## src/rtl/serial_sort4_if.sv

```systemverilog
// Stream bundle for serial_sort4: value input channel and sorted, index-tagged output channel.
interface serial_sort4_if #(
    parameter int WIDTH = 4,
    parameter int IW    = 2
);
    logic             in_valid;
    logic             in_ready;
    logic [WIDTH-1:0] in_data;
    logic             out_valid;
    logic             out_ready;
    logic [WIDTH-1:0] out_data;
    logic [IW-1:0]    out_idx;
    logic             out_last;

    modport master (
        output in_valid, in_data, out_ready,
        input  in_ready, out_valid, out_data, out_idx, out_last
    );

    modport slave (
        input  in_valid, in_data, out_ready,
        output in_ready, out_valid, out_data, out_idx, out_last
    );
endinterface

```

## src/rtl/serial_sort4.sv

```systemverilog
// Streaming insertion sorter: loads DEPTH values into a sorted slot array, then drains
// them ascending with their arrival index. One slot cell per array position.
module sort4_slot #(
    parameter int WIDTH = 4,
    parameter int IW    = 2
) (
    input  logic             i_clk,
    input  logic             i_rst_n,
    input  logic             i_en,
    input  logic             i_occ,
    input  logic             i_le_prev,
    input  logic [WIDTH-1:0] i_new_data,
    input  logic [IW-1:0]    i_new_idx,
    input  logic [WIDTH-1:0] i_dn_data,
    input  logic [IW-1:0]    i_dn_idx,
    output logic             o_le,
    output logic [WIDTH-1:0] o_data,
    output logic [IW-1:0]    o_idx
);
    logic [WIDTH-1:0] r_data;
    logic [IW-1:0]    r_idx;

    // Using <= keeps ties stable: the newcomer lands after equal stored values.
    assign o_le   = i_occ && (r_data <= i_new_data);
    assign o_data = r_data;
    assign o_idx  = r_idx;

    always_ff @(posedge i_clk or negedge i_rst_n) begin
        if (!i_rst_n) begin
            r_data <= '0;
            r_idx  <= '0;
        end else if (i_en && !o_le) begin
            if (i_le_prev) begin
                r_data <= i_new_data;
                r_idx  <= i_new_idx;
            end else begin
                r_data <= i_dn_data;
                r_idx  <= i_dn_idx;
            end
        end
    end
endmodule

module serial_sort4 #(
    parameter  int WIDTH = 4,
    parameter  int DEPTH = 4,
    localparam int IW    = $clog2(DEPTH)
) (
    input  logic           i_clk,
    input  logic           i_rst_n,
    serial_sort4_if.slave  bus,
    output logic           o_busy
);
    typedef enum logic {S_LOAD, S_DRAIN} state_t;

    state_t                       r_state;
    logic [IW:0]                  r_wr_cnt;
    logic [IW-1:0]                r_rd_ptr;
    logic                         r_in_ready;
    logic                         r_out_valid;
    logic                         r_busy;

    logic [DEPTH-1:0]             w_le;
    logic [DEPTH-1:0][WIDTH-1:0]  w_data;
    logic [DEPTH-1:0][IW-1:0]     w_idx;
    logic                         w_accept;

    assign w_accept = bus.in_valid && r_in_ready;

    // Slots below the insertion point keep, the insertion slot takes the new value,
    // slots above shift up from their lower neighbour.
    for (genvar k = 0; k < DEPTH; k++) begin : g_slot
        logic             w_le_prev;
        logic [WIDTH-1:0] w_dn_data;
        logic [IW-1:0]    w_dn_idx;

        if (k == 0) begin : g_bot
            assign w_le_prev = 1'b1;
            assign w_dn_data = '0;
            assign w_dn_idx  = '0;
        end else begin : g_up
            assign w_le_prev = w_le[k-1];
            assign w_dn_data = w_data[k-1];
            assign w_dn_idx  = w_idx[k-1];
        end

        sort4_slot #(.WIDTH(WIDTH), .IW(IW)) u_slot (
            .i_clk      (i_clk),
            .i_rst_n    (i_rst_n),
            .i_en       (w_accept),
            .i_occ      (r_wr_cnt > (IW+1)'(k)),
            .i_le_prev  (w_le_prev),
            .i_new_data (bus.in_data),
            .i_new_idx  (r_wr_cnt[IW-1:0]),
            .i_dn_data  (w_dn_data),
            .i_dn_idx   (w_dn_idx),
            .o_le       (w_le[k]),
            .o_data     (w_data[k]),
            .o_idx      (w_idx[k])
        );
    end

    always_ff @(posedge i_clk or negedge i_rst_n) begin
        if (!i_rst_n) begin
            r_state     <= S_LOAD;
            r_wr_cnt    <= '0;
            r_rd_ptr    <= '0;
            r_in_ready  <= 1'b1;
            r_out_valid <= 1'b0;
            r_busy      <= 1'b0;
        end else begin
            case (r_state)
                S_LOAD: begin
                    if (w_accept) begin
                        r_wr_cnt <= r_wr_cnt + 1'b1;
                        r_busy   <= 1'b1;
                        if (r_wr_cnt == (IW+1)'(DEPTH-1)) begin
                            r_state     <= S_DRAIN;
                            r_rd_ptr    <= '0;
                            r_in_ready  <= 1'b0;
                            r_out_valid <= 1'b1;
                        end
                    end
                end
                S_DRAIN: begin
                    if (bus.out_ready) begin
                        if (r_rd_ptr == IW'(DEPTH-1)) begin
                            r_state     <= S_LOAD;
                            r_wr_cnt    <= '0;
                            r_rd_ptr    <= '0;
                            r_in_ready  <= 1'b1;
                            r_out_valid <= 1'b0;
                            r_busy      <= 1'b0;
                        end else begin
                            r_rd_ptr <= r_rd_ptr + 1'b1;
                        end
                    end
                end
                default: r_state <= S_LOAD;
            endcase
        end
    end

    assign bus.in_ready  = r_in_ready;
    assign bus.out_valid = r_out_valid;
    assign bus.out_data  = r_out_valid ? w_data[r_rd_ptr] : '0;
    assign bus.out_idx   = r_out_valid ? w_idx[r_rd_ptr]  : '0;
    assign bus.out_last  = r_out_valid && (r_rd_ptr == IW'(DEPTH-1));
    assign o_busy        = r_busy;
endmodule
```

## src/flat_wrapper.sv

```systemverilog
// flat-port wrapper written by rule: the top's interface ports become plain ports
module serial_sort4_flat 
#(
    parameter  int WIDTH = 4,
    parameter  int DEPTH = 4,
    localparam int IW    = $clog2(DEPTH)
)
  (i_clk, i_rst_n, o_busy, bus_in_valid, bus_in_data, bus_out_ready, bus_in_ready, bus_out_valid, bus_out_data, bus_out_idx, bus_out_last);
  serial_sort4_if #(.WIDTH(WIDTH)) bus_i ();
  input  logic i_clk;
  input  logic i_rst_n;
  output logic o_busy;
  input wire logic [$bits(bus_i.in_valid)-1:0] bus_in_valid;
  input wire logic [$bits(bus_i.in_data)-1:0] bus_in_data;
  input wire logic [$bits(bus_i.out_ready)-1:0] bus_out_ready;
  output wire logic [$bits(bus_i.in_ready)-1:0] bus_in_ready;
  output wire logic [$bits(bus_i.out_valid)-1:0] bus_out_valid;
  output wire logic [$bits(bus_i.out_data)-1:0] bus_out_data;
  output wire logic [$bits(bus_i.out_idx)-1:0] bus_out_idx;
  output wire logic [$bits(bus_i.out_last)-1:0] bus_out_last;
  assign bus_i.in_valid = bus_in_valid;
  assign bus_i.in_data = bus_in_data;
  assign bus_i.out_ready = bus_out_ready;
  assign bus_in_ready = bus_i.in_ready;
  assign bus_out_valid = bus_i.out_valid;
  assign bus_out_data = bus_i.out_data;
  assign bus_out_idx = bus_i.out_idx;
  assign bus_out_last = bus_i.out_last;
  serial_sort4 #(.WIDTH(WIDTH), .DEPTH(DEPTH)) u_core (.i_clk(i_clk), .i_rst_n(i_rst_n), .bus(bus_i), .o_busy(o_busy));
endmodule
```

## config.mk

```make
export PLATFORM = sky130hd
export DESIGN_NAME = serial_sort4_flat
export DESIGN_NICKNAME = d
export VERILOG_FILES = /design/src/rtl/serial_sort4_if.sv /design/src/rtl/serial_sort4.sv /design/src/flat_wrapper.sv
export SDC_FILE = /design/constraint.sdc
export NUM_CORES = 1
export LEC_CHECK = 0
export CORE_MARGIN = 1.5
export CORE_UTILIZATION = 44
export DETAILED_ROUTE_END_ITERATION = 8
export PLACE_DENSITY_LB_ADDON = 0.2
export SYNTH_ARGS = -nofsm -noshare
export SYNTH_HDL_FRONTEND = slang
export SYNTH_SLANG_ARGS = --single-unit
```

## constraint.sdc

```tcl
create_clock -name i_clk -period 3.3 [get_ports i_clk]
set_input_delay 0.495 -clock i_clk [delete_from_list [all_inputs] [get_ports i_clk]]
set_output_delay 0.495 -clock i_clk [all_outputs]
set_load 0.01 [all_outputs]
```

==> flow_summary_export.csv <==
group,metric,value,unit
setup_path,crit_type,"in -> reg",
timing,period_needed,2.77,ns
routing,vias,1747,
timing,slew_viol_final,0,
floorplan,rows,26,
global_routing,overflow,0,
synthesis,synth-seq-cells,33,
synthesis,synth.area.top_cells,"dfrtp_1 35%, ha_1 12%, mux2_2 7.9%",
synthesis,yosysSeqAreaShare,0.362,
cts,htree_levels,2,
routing,wl_per_cell,17.5,um
timing,fin_setup_tns,0,ns
timing,holdWs,0.532,ns
finish,area_growth,14.6,%
cts,cts_tree,"yes",
global_routing,antenna_found_initial,0,
setup_path,critPathRequiredTime,3.48,ns
power,finalPower,0.792,mW
synthesis,async_reset_ff_frac,1.00,
placement,io_buffers,17,
hold_path,hold_path.class,"reg -> reg",
cts,cts_root_buf,"clkbuf_8",
setup_path,crit_arrival,2.94,ns
power,ir_drop,0.000138,V
synthesis,synth_cell_type_count,36,
routing,via_per_inst,5.73,
floorplan,die_width,75.1,um
power,p_leak,1.20,nW
synthesis,yosys.area.top_type_share,0.350,
placement,pre_cts_ws,0.262,ns
timing,slew_headroom,0.585,
synthesis,synth_edf_count,0,
placement,postPlaceCellArea,0.00252,mm2
cts,cts_resized,0,
routing,route.detailed.drc,0,
cts,cts_hold_buffers,0,
global_routing,grtUsageTotal,0.210,
finish,drive_above_1_share,0.183,
setup_path,critical_path.max_fanout,11,
floorplan,start_util,0.451,
synthesis,synthCells,216,
setup_path,end_kind,"register",
cts,cts_made_buffers,5,
synthesis,yosys_warnings,0,
cts,worstSkewPairLatency,0.29,ns
floorplan,die_y,75.1,um
finish,nNetsFinal,264,
cts,clk_pin_slew,0.07,ns
finish,fin_cells,305,
cts,clockBufferDepth,2,
setup_path,start_kind,"input pin",
timing,setup_viol,0,
cts,clock_sinks,33,
routing,drt_iter0_drc,65,
finish,antenna_cells,0,
timing,fin_crit_sh,0.838,
finish,fin_area,0.00262,mm2
routing,ant_nets,0,
timing,tightest_slew,0.622,ns
timing,final_hold_viol_count,0,
placement,hpwl,3920,um
timing,fin_skew,0.0101,ns
placement,place_congestion,0.874,
synthesis,synth-main-ff-cell,"dfrtp_1",
power,power.density,302,mW/mm2
finish,fin_util,0.517,
floorplan,core-area,0.00507,mm2
timing,setup_ws,0.534,ns
global_routing,grt_pass1_vias,1671,
synthesis,yosysTopAreaCell,"dfrtp_1",
routing,dr.pass1.iters,4,
synthesis,syn_area_per_cell,10.6,um2
floorplan,die_area,0.00564,mm2
outcome,status,"complete, no violations",
global_routing,grt_max_degree,34,
flow_run,cap_violations,0,
timing,rsz0062_at_grt,"no",
routing,wirelength,5350,um
cts,post-cts-setup-buffers,0,
synthesis,synth.cell_area,0.00229,mm2
placement,place_inst,297,
synthesis,syn-num-nets,246,
timing,timing.fmax,361,MHz
global_routing,grt_pass1_wl,8570,um
floorplan,ios,18,
[layout make-up]
cell class                 instances  area [um2]
multi-input combinational        161        1360
sequential                        33         827
fill                             488        2450
timing repair buffer              21         200
clock buffer                       7        96.3
inverter                          12        45.0
tap                               70        87.6
clock inverter                     1        5.00
[placed cells by master (no fill, tap or decap)]
cell type / netlist / layout
inv_1: 12 / 12
nor2b_1: 6 / 6
a32o_1: 2 / 2
o31ai_1: 4 / 4
nand4_1: 2 / 2
mux4_2: 6 / 6
clkinv_2: 0 / 1
o22ai_1: 1 / 1
buf_4: 0 / 4
o21a_1: 2 / 2
o21ai_4: 1 / 1
mux2_4: 4 / 4
nor2_1: 11 / 11
o211ai_1: 6 / 6
a22o_1: 1 / 1
o21ba_1: 1 / 1
and2_1: 8 / 8
o21ai_1: 2 / 2
and4_1: 2 / 2
o21ai_2: 2 / 2
a21oi_1: 16 / 16
nand3_1: 1 / 1
mux2i_1: 4 / 4
dfrtp_1: 32 / 32
dfstp_2: 1 / 1
and3_1: 1 / 1
a2111oi_4: 1 / 1
a31oi_1: 8 / 8
clkdlybuf4s50_1: 0 / 17
ha_1: 22 / 22
o31a_1: 1 / 1
clkbuf_8: 0 / 7
o21ai_0: 14 / 14
nand2_1: 8 / 8
o211a_1: 1 / 1
or3_1: 7 / 7
mux2_2: 16 / 16
[power by group]
part | internal, mW | leakage (nW) | switching [mW] | total, mW
Combinational | 0.0177 | 0.701 | 0.0286 | 0.0463
Clock | 0.189 | 0.0542 | 0.153 | 0.341
Sequential | 0.404 | 0.442 | 0 | 0.404
Total | 0.611 | 1.20 | 0.181 | 0.792
[critical path, stage by stage]
cell and delay (ns):
clkdlybuf4s50_1 0.52, inv_1 0.14, ha_1 0.39, o21a_1 0.14, o21ai_1 0.08, o21ai_2 0.51
mux2_2 0.40, mux2_2 0.26
[registers in the layout, indices dropped and copies added, names as in the netlist]
signal and flops:
u_core.r_wr_cnt 3, u_core.bus.out_valid 1, u_core.g_slot.u_slot.o_idx 8, u_core.bus.in_ready 1, u_core.g_slot.u_slot.o_data 16, u_core.o_busy 1
u_core.r_rd_ptr 2, u_core.r_state 1
[logic make-up after synthesis]
kind of cell / after synthesis / synth area share
AOI/OAI and AO/OA: 63 / 0.186
buffers and inverters: 22 / 0.0438
DFF: 33 / 0.362
muxes: 30 / 0.182
adders and majority gates: 22 / 0.120
and+or+nand+nor: 46 / 0.107
[cell usage after synthesis, drive strengths merged (2+ instances only)]
cell,n
mux2i,4
mux4,6
ha,22
o21ai,19
and2,8
or3,7
o21a,2
nor2b,6
a31oi,8
buf,4
nand4,2
o211ai,6
clkbuf,6
a32o,2
inv,12
mux2,20
a21oi,16
nand2,8
and4,2
dfrtp,32
nor2,11
o31ai,4
[worst paths after layout]
kind / slack, ns / cells past startpoint / endpoint / startpoint
max: 0.53 / 8 / u_core.g_slot[2].u_slot.o_idx[1]$_DFFE_PN0P_ / bus_in_data[3]
min: 0.53 / 1 / u_core.g_slot[3].u_slot.o_idx[0]$_DFFE_PN0P_ / u_core.g_slot[3].u_slot.o_idx[0]$_DFFE_PN0P_
max reg2reg: 1.00 / 6 / u_core.g_slot[2].u_slot.o_idx[1]$_DFFE_PN0P_ / u_core.g_slot[1].u_slot.o_data[3]$_DFFE_PN0P_
min reg2reg: 0.53 / 1 / u_core.g_slot[3].u_slot.o_idx[0]$_DFFE_PN0P_ / u_core.g_slot[3].u_slot.o_idx[0]$_DFFE_PN0P_
max in group asynchronous: 2.35 / 2 / u_core.bus.in_ready$_DFFE_PN1P_ / i_rst_n
min in group asynchronous: 0.62 / 2 / u_core.o_busy$_DFFE_PN0P_ / i_rst_n
[per-layer routing]
metal | GRT usage | part of all wire
met4 | 0.0828 | 0.020
met2 | 0.310 | 0.43
met5 | 0 | 0
met3 | 0.0295 | 0.024
met1 | 0.309 | 0.52
Power figures use the tool's default switching activity.
